`src/rtl/level_pkg.sv`:
```
// Shared types, widths and default level constants for the per-level gameplay tracker.
// Consumed by level_progress and frame_countdown via import level_pkg::*.
package level_pkg;

    typedef enum logic [2:0] {
        IDLE    = 3'd0,
        ARM     = 3'd1,
        PLAY    = 3'd2,
        DONE    = 3'd3,
        TIMEOUT = 3'd4
    } lvl_state_t;

    localparam int SCORE_W = 8;
    localparam int FRAME_W = 16;

    localparam int EASY_TARGET_HITS       = 8;
    localparam int EASY_TIME_FRAMES       = 1800;
    localparam int MEDIUM_TARGET_HITS     = 12;
    localparam int MEDIUM_TIME_FRAMES     = 1200;
    localparam int DEFAULT_PENALTY_FRAMES = 60;

    // Score increment that sticks at all-ones instead of wrapping.
    function automatic logic [SCORE_W-1:0] sat_inc(input logic [SCORE_W-1:0] v);
        if (v == {SCORE_W{1'b1}}) begin
            return v;
        end else begin
            return v + {{(SCORE_W-1){1'b0}}, 1'b1};
        end
    endfunction

    // Remaining-hits decrement that floors at zero.
    function automatic logic [SCORE_W-1:0] floor_dec(input logic [SCORE_W-1:0] v);
        if (v == {SCORE_W{1'b0}}) begin
            return v;
        end else begin
            return v - {{(SCORE_W-1){1'b0}}, 1'b1};
        end
    endfunction

endpackage

```
`src/rtl/frame_countdown.sv`:
```
// Loadable FRAME_W down-counter stepped by frame ticks; holds at zero and
// publishes a registered zero flag alongside the count.
module frame_countdown
    import level_pkg::*;
#(
    parameter logic [FRAME_W-1:0] RST_VAL = {FRAME_W{1'b0}}
) (
    input  logic               Clk,
    input  logic               reset,
    input  logic               load,
    input  logic [FRAME_W-1:0] load_val,
    input  logic               tick,
    output logic [FRAME_W-1:0] count,
    output logic               zero
);

    logic [FRAME_W-1:0] count_r;
    logic [FRAME_W-1:0] count_next_s;
    logic               zero_r;

    // Next count: load has priority over a tick; a tick at zero is swallowed.
    always_comb begin
        count_next_s = count_r;
        if (load) begin
            count_next_s = load_val;
        end else if (tick && (count_r != {FRAME_W{1'b0}})) begin
            count_next_s = count_r - {{(FRAME_W-1){1'b0}}, 1'b1};
        end else begin
            count_next_s = count_r;
        end
    end

    // Count and zero flag registered together so they never disagree.
    always_ff @(posedge Clk or posedge reset) begin
        if (reset) begin
            count_r <= RST_VAL;
            zero_r  <= (RST_VAL == {FRAME_W{1'b0}});
        end else begin
            count_r <= count_next_s;
            zero_r  <= (count_next_s == {FRAME_W{1'b0}});
        end
    end

    assign count = count_r;
    assign zero  = zero_r;

endmodule

```
`src/rtl/level_progress.sv`:
```
// Per-level gameplay tracker: counts hits toward a target and reports score/progress.
// Optional build macro LEVEL_TIMER_EN adds the frame countdown, TIMEOUT state and retry.
module level_progress
    import level_pkg::*;
#(
    parameter int TARGET_HITS    = EASY_TARGET_HITS,
    parameter int TIME_FRAMES    = EASY_TIME_FRAMES,
    parameter int PENALTY_FRAMES = DEFAULT_PENALTY_FRAMES
) (
    input  logic               Clk,
    input  logic               reset,
    input  logic               level_start,
    input  logic               frame_tick,
    input  logic               hit,
    output logic               level_done,
    output logic               timed_out,
    output logic [SCORE_W-1:0] score,
    output logic [SCORE_W-1:0] hits_left,
    output logic [FRAME_W-1:0] frames_left
);

    localparam logic [SCORE_W-1:0] TARGET_LOAD = SCORE_W'(TARGET_HITS);

    lvl_state_t         state_r;
    logic               level_done_r;
    logic [SCORE_W-1:0] score_r;
    logic [SCORE_W-1:0] hits_left_r;
    logic               abort_s;
    logic               target_met_s;

    assign abort_s      = (state_r != IDLE) && !level_start;
    assign target_met_s = (hits_left_r == {SCORE_W{1'b0}});

`ifdef LEVEL_TIMER_EN
    localparam logic [FRAME_W-1:0] FRAME_LOAD   = FRAME_W'(TIME_FRAMES);
    localparam logic [FRAME_W-1:0] PENALTY_LOAD = FRAME_W'(PENALTY_FRAMES);

    logic               timed_out_r;
    logic               frame_load_s;
    logic               frame_dec_s;
    logic               frame_zero_s;
    logic               pen_load_s;
    logic               pen_dec_s;
    logic               pen_zero_s;
    logic [FRAME_W-1:0] frames_left_s;
    logic [FRAME_W-1:0] penalty_count_unused_s;

    // Timer strobes; once the target is met the attempt timer is frozen so DONE beats TIMEOUT.
    always_comb begin
        frame_load_s = abort_s || (state_r == ARM);
        frame_dec_s  = (state_r == PLAY) && !abort_s && !target_met_s
                       && !frame_zero_s && frame_tick;
        pen_load_s   = (state_r == PLAY) && !abort_s && !target_met_s && frame_zero_s;
        pen_dec_s    = (state_r == TIMEOUT) && !abort_s && frame_tick;
    end

    frame_countdown #(
        .RST_VAL (FRAME_LOAD)
    ) u_attempt_timer (
        .Clk      (Clk),
        .reset    (reset),
        .load     (frame_load_s),
        .load_val (FRAME_LOAD),
        .tick     (frame_dec_s),
        .count    (frames_left_s),
        .zero     (frame_zero_s)
    );

    frame_countdown #(
        .RST_VAL ({FRAME_W{1'b0}})
    ) u_penalty_timer (
        .Clk      (Clk),
        .reset    (reset),
        .load     (pen_load_s),
        .load_val (PENALTY_LOAD),
        .tick     (pen_dec_s),
        .count    (penalty_count_unused_s),
        .zero     (pen_zero_s)
    );

    assign frames_left = frames_left_s;
    assign timed_out   = timed_out_r;
`else
    logic unused_s;

    assign unused_s    = frame_tick ^ TIME_FRAMES[0] ^ PENALTY_FRAMES[0];
    assign frames_left = {FRAME_W{1'b0}};
    assign timed_out   = 1'b0;
`endif

    // Level FSM with registered outputs; an abort returns everything but score to reset values.
    always_ff @(posedge Clk or posedge reset) begin
        if (reset) begin
            state_r      <= IDLE;
            level_done_r <= 1'b0;
            score_r      <= {SCORE_W{1'b0}};
            hits_left_r  <= TARGET_LOAD;
`ifdef LEVEL_TIMER_EN
            timed_out_r  <= 1'b0;
`endif
        end else if (abort_s) begin
            state_r      <= IDLE;
            level_done_r <= 1'b0;
            hits_left_r  <= TARGET_LOAD;
`ifdef LEVEL_TIMER_EN
            timed_out_r  <= 1'b0;
`endif
        end else begin
            case (state_r)
                IDLE: begin
                    if (level_start) begin
                        state_r <= ARM;
                    end
                end
                ARM: begin
                    state_r     <= PLAY;
                    score_r     <= {SCORE_W{1'b0}};
                    hits_left_r <= TARGET_LOAD;
                end
                PLAY: begin
                    if (target_met_s) begin
                        state_r      <= DONE;
                        level_done_r <= 1'b1;
`ifdef LEVEL_TIMER_EN
                    end else if (frame_zero_s) begin
                        state_r     <= TIMEOUT;
                        timed_out_r <= 1'b1;
`endif
                    end else if (hit) begin
                        score_r     <= sat_inc(score_r);
                        hits_left_r <= floor_dec(hits_left_r);
                    end
                end
                DONE: begin
                    state_r <= DONE;
                end
`ifdef LEVEL_TIMER_EN
                TIMEOUT: begin
                    if (pen_zero_s) begin
                        state_r     <= ARM;
                        timed_out_r <= 1'b0;
                    end
                end
`endif
                default: begin
                    state_r      <= IDLE;
                    level_done_r <= 1'b0;
                end
            endcase
        end
    end

    assign level_done = level_done_r;
    assign score      = score_r;
    assign hits_left  = hits_left_r;

endmodule
```
`config.mk`:
```
export PLATFORM = sky130hd
export DESIGN_NAME = level_progress
export DESIGN_NICKNAME = d
export VERILOG_FILES = /design/src/rtl/level_pkg.sv /design/src/rtl/frame_countdown.sv /design/src/rtl/level_progress.sv
export SDC_FILE = /design/constraint.sdc
export NUM_CORES = 1
export LEC_CHECK = 0
export ABC_AREA = 1
export CAP_MARGIN = 20
export CELL_PAD_IN_SITES_DETAIL_PLACEMENT = 0
export CELL_PAD_IN_SITES_GLOBAL_PLACEMENT = 1
export CORE_ASPECT_RATIO = 1.1
export CORE_MARGIN = 3
export CORE_UTILIZATION = 37
export CTS_CLUSTER_SIZE = 24
export DETAILED_ROUTE_END_ITERATION = 10
export PLACE_DENSITY_LB_ADDON = 0.12
export RECOVER_POWER = 25
export SYNTH_ARGS = -nofsm -noshare
export SYNTH_HDL_FRONTEND = slang
export SYNTH_SLANG_ARGS = --single-unit
```
`constraint.sdc`:
```
create_clock -name Clk -period 3.3 [get_ports Clk]
set_input_delay 0.66 -clock Clk [delete_from_list [all_inputs] [get_ports Clk]]
set_output_delay 0.66 -clock Clk [all_outputs]
set_load 0.05 [all_outputs]
```
==> reports/metrics.cfg <==
[run_status]
status=finished, final reports clean

[cells_and_area]
diodes=0
fin_nets=245
post_route_cells_drive_above_1_share_pct=10.34
syn2layout_area_growth_pct=14.90
stdcell_count=282

[synth]
synth_compound_gate_area_share_pct=8.298
synth_flop_cell=dfrtp_1
synth_common_cells=52 x nand2_1, 29 x nor2_1, 23 x inv_1
ys_top_cells_by_area=dfrtp_1 30%, nand2_1 13%, buf_4 9.1%, nor2_1 7.4%, nand3_1 6.8%
syn_area_mm2=0.001478
syn_inst=211
ys_warn_count=0
ys_seq_area_share_pct=32.26
synthMuxAreaShare_pct=0
synth_edf_count=0
avgSynthCellArea_um2=7.003
synth_xor_area_share_pct=0
synth_most_common_cell=nand2_1
ys_seq_elements=19
yosys.area_share.simple_pct=35.73
synth_top_area_share_pct=30.48
synth_largest_area_cell=dfrtp_1
synth_top_family_by_area=simple AND/OR/NAND/NOR gates
synth_adder_area_share_pct=5.927
async_flop_share_pct=100.0
ys_types=27

[timing]
min_period_ps=2319
tightest_slew_ps=803.1
maxSlewHeadroom_pct=46.40
hold_viol=0
grt_setup_unrepaired=false
finalSetupViolCount=0
finalCritPeriodShare_pct=70.26
setup_tns_ps=0
finalMaxSlewViolations=0
finClkSkew_ps=2.639
fmax_ghz=0.4313

[clock_network]
clkLatencyLatePin_ps=260
root_buffer=clkbuf_8
postCtsSetupRepairBufs=0
cts_max_path_buffers=2
clkSlewWorstSetupHoldPaths_ps=80
cts_tree=built
htree_levels=1
ctsHoldBuffers=0
post_cts_resized=0
cts_made_buffers=3
clock-sinks=19

[route]
vias_per_cell=4.645
drc=0
wl_um=3266
drt-initial-drc-count=46
postRouteAntennaNets=0
num_vias=1310
dr.pass1.iters=4
routedWlPerCell_um=11.58

[critical_path]
arrival_ps=1660
cpPeakStageDelay_ps=810
critical-path-top-delay-family=buffers and inverters
cp_max_fo=6
cp_num_buf_inv=1
cpMaxStageDelayCell=clkdlybuf4s50_1
cp_cell_sequence=clkdlybuf4s50_1
start_kind=flop
required_ps=2640
cp-end-kind=output pin
crit_type=flop to output pin

[placed_design]
dp.cells=278
place_congestion=0.8396
hpwlAfterDp_um=2535
port_buffers=20

[global_route]
grt_pass1_vias=1218
grt_max_degree=20
antenna_found_initial=0
grtUsageTotal_pct=14.66
overflow=0
grt_pass1_wl_um=5561

[power_and_ir_drop]
ir_drop_v=0.0005734
leakagePower_nw=0.8164
power_density_mw_per_mm2=849.2

[floorplan]
die_h_um=72.28
die_area_mm2=0.004789
core_area_mm2=0.003741
die_w_um=66.26
io_pins=39
rows=23
start_util_pct=39.50

[flow_run]
maxCapViolations=0

[hold_path]
hold_path.class=flop to flop

layout by cell type (no fill, tap or decap), drive strengths merged:
cell type	netlist	routed
a21oi	2	2
nand4	2	2
inv	27	27
dfrtp	18	18
clkbuf	0	4
o21ai	18	18
nor2	32	32
dlygate4sd3	0	1
dfstp	1	1
buf	20	1
nor3b	1	1
ha	7	7
nor3	1	1
nand2	58	58
conb	1	17
a21boi	1	1
nand3	22	22
clkdlybuf4s50	0	19
stage by stage:
step	power (W)	area (µm²)	utilization, %	setup WS (ps)	hold slack (ps)
after floorplan	0.001093	1538	-	1546	494.1
after global placement	0.001274	1653	44.18	1048	473.6
after detailed placement	0.001277	1653	44.18	1029	485.6
after CTS	0.001455	1698	45.38	962.9	512.5
after global routing	0.001571	1698	45.38	923.6	551.3
final	0.001442	1698	45.38	981.5	503.7
worst min-delay path: cells and delay by family, from the launching register on:
| kind | cells | cell delay, ps |
|---|---|---|
| compound gates | 1 | 60 |
| flops | 1 | 350 |
| simple gates | 1 | 50 |
state kept, by name, indices dropped and copies added (netlist names):
| register | count |
|---|---|
| hits_left | 8 |
| score | 8 |
| level_done | 1 |
| state_r | 2 |
final cells by class:
type | instances | area (µm²)
Clock buffer | 4 | 45.04
Inverter | 27 | 103.9
Sequential cell | 19 | 476.7
Multi-Input combinational cell | 161 | 802.0
Fill cell | 398 | 2043
Tap cell | 50 | 62.56
Timing Repair Buffer | 21 | 207.7
cells by family after synthesis:
| logic type | count (synthesis) |
|---|---|
| DFF | 19 |
| and+or+nand+nor | 116 |
| adders and majority gates | 7 |
| AOI/OAI and AO/OA | 21 |
| other | 1 |
| buffers and inverters | 47 |
per-layer routing:
layer / part of all wire [%] / track usage [%] / up-vias
li1: - / - / 666
met3: 3.6 / 1.393 / 2
met2: 49 / 24.48 / 29
met4: 0.61 / 4.740 / 0
met5: 0 / 0 / -
met1: 47 / 19.85 / 613
worst paths after layout:
kind / from / to / slack [ps] / cells past startpoint
worst min-delay path: level_done / level_done / 500 / 2
max in group asynchronous: reset / hits_left[4] / 1810 / 2
min in group asynchronous: reset / score[1] / 990 / 2
worst max-delay path: hits_left[3] / hits_left[3] / 980 / 1
worst max register to register: state_r[0] / score[6] / 1200 / 9
worst min register to register: level_done / level_done / 500 / 2
where the power goes:
group | internal, W | total [W] | switching [W]
clock | 0.0000859 | 0.000169 | 0.0000828
combinational | 0.000269 | 0.000926 | 0.000657
sequential | 0.000289 | 0.000348 | 0.0000586
total | 0.000644 | 0.00144 | 0.000798
No activity file was read; power rests on OpenSTA's default activity.
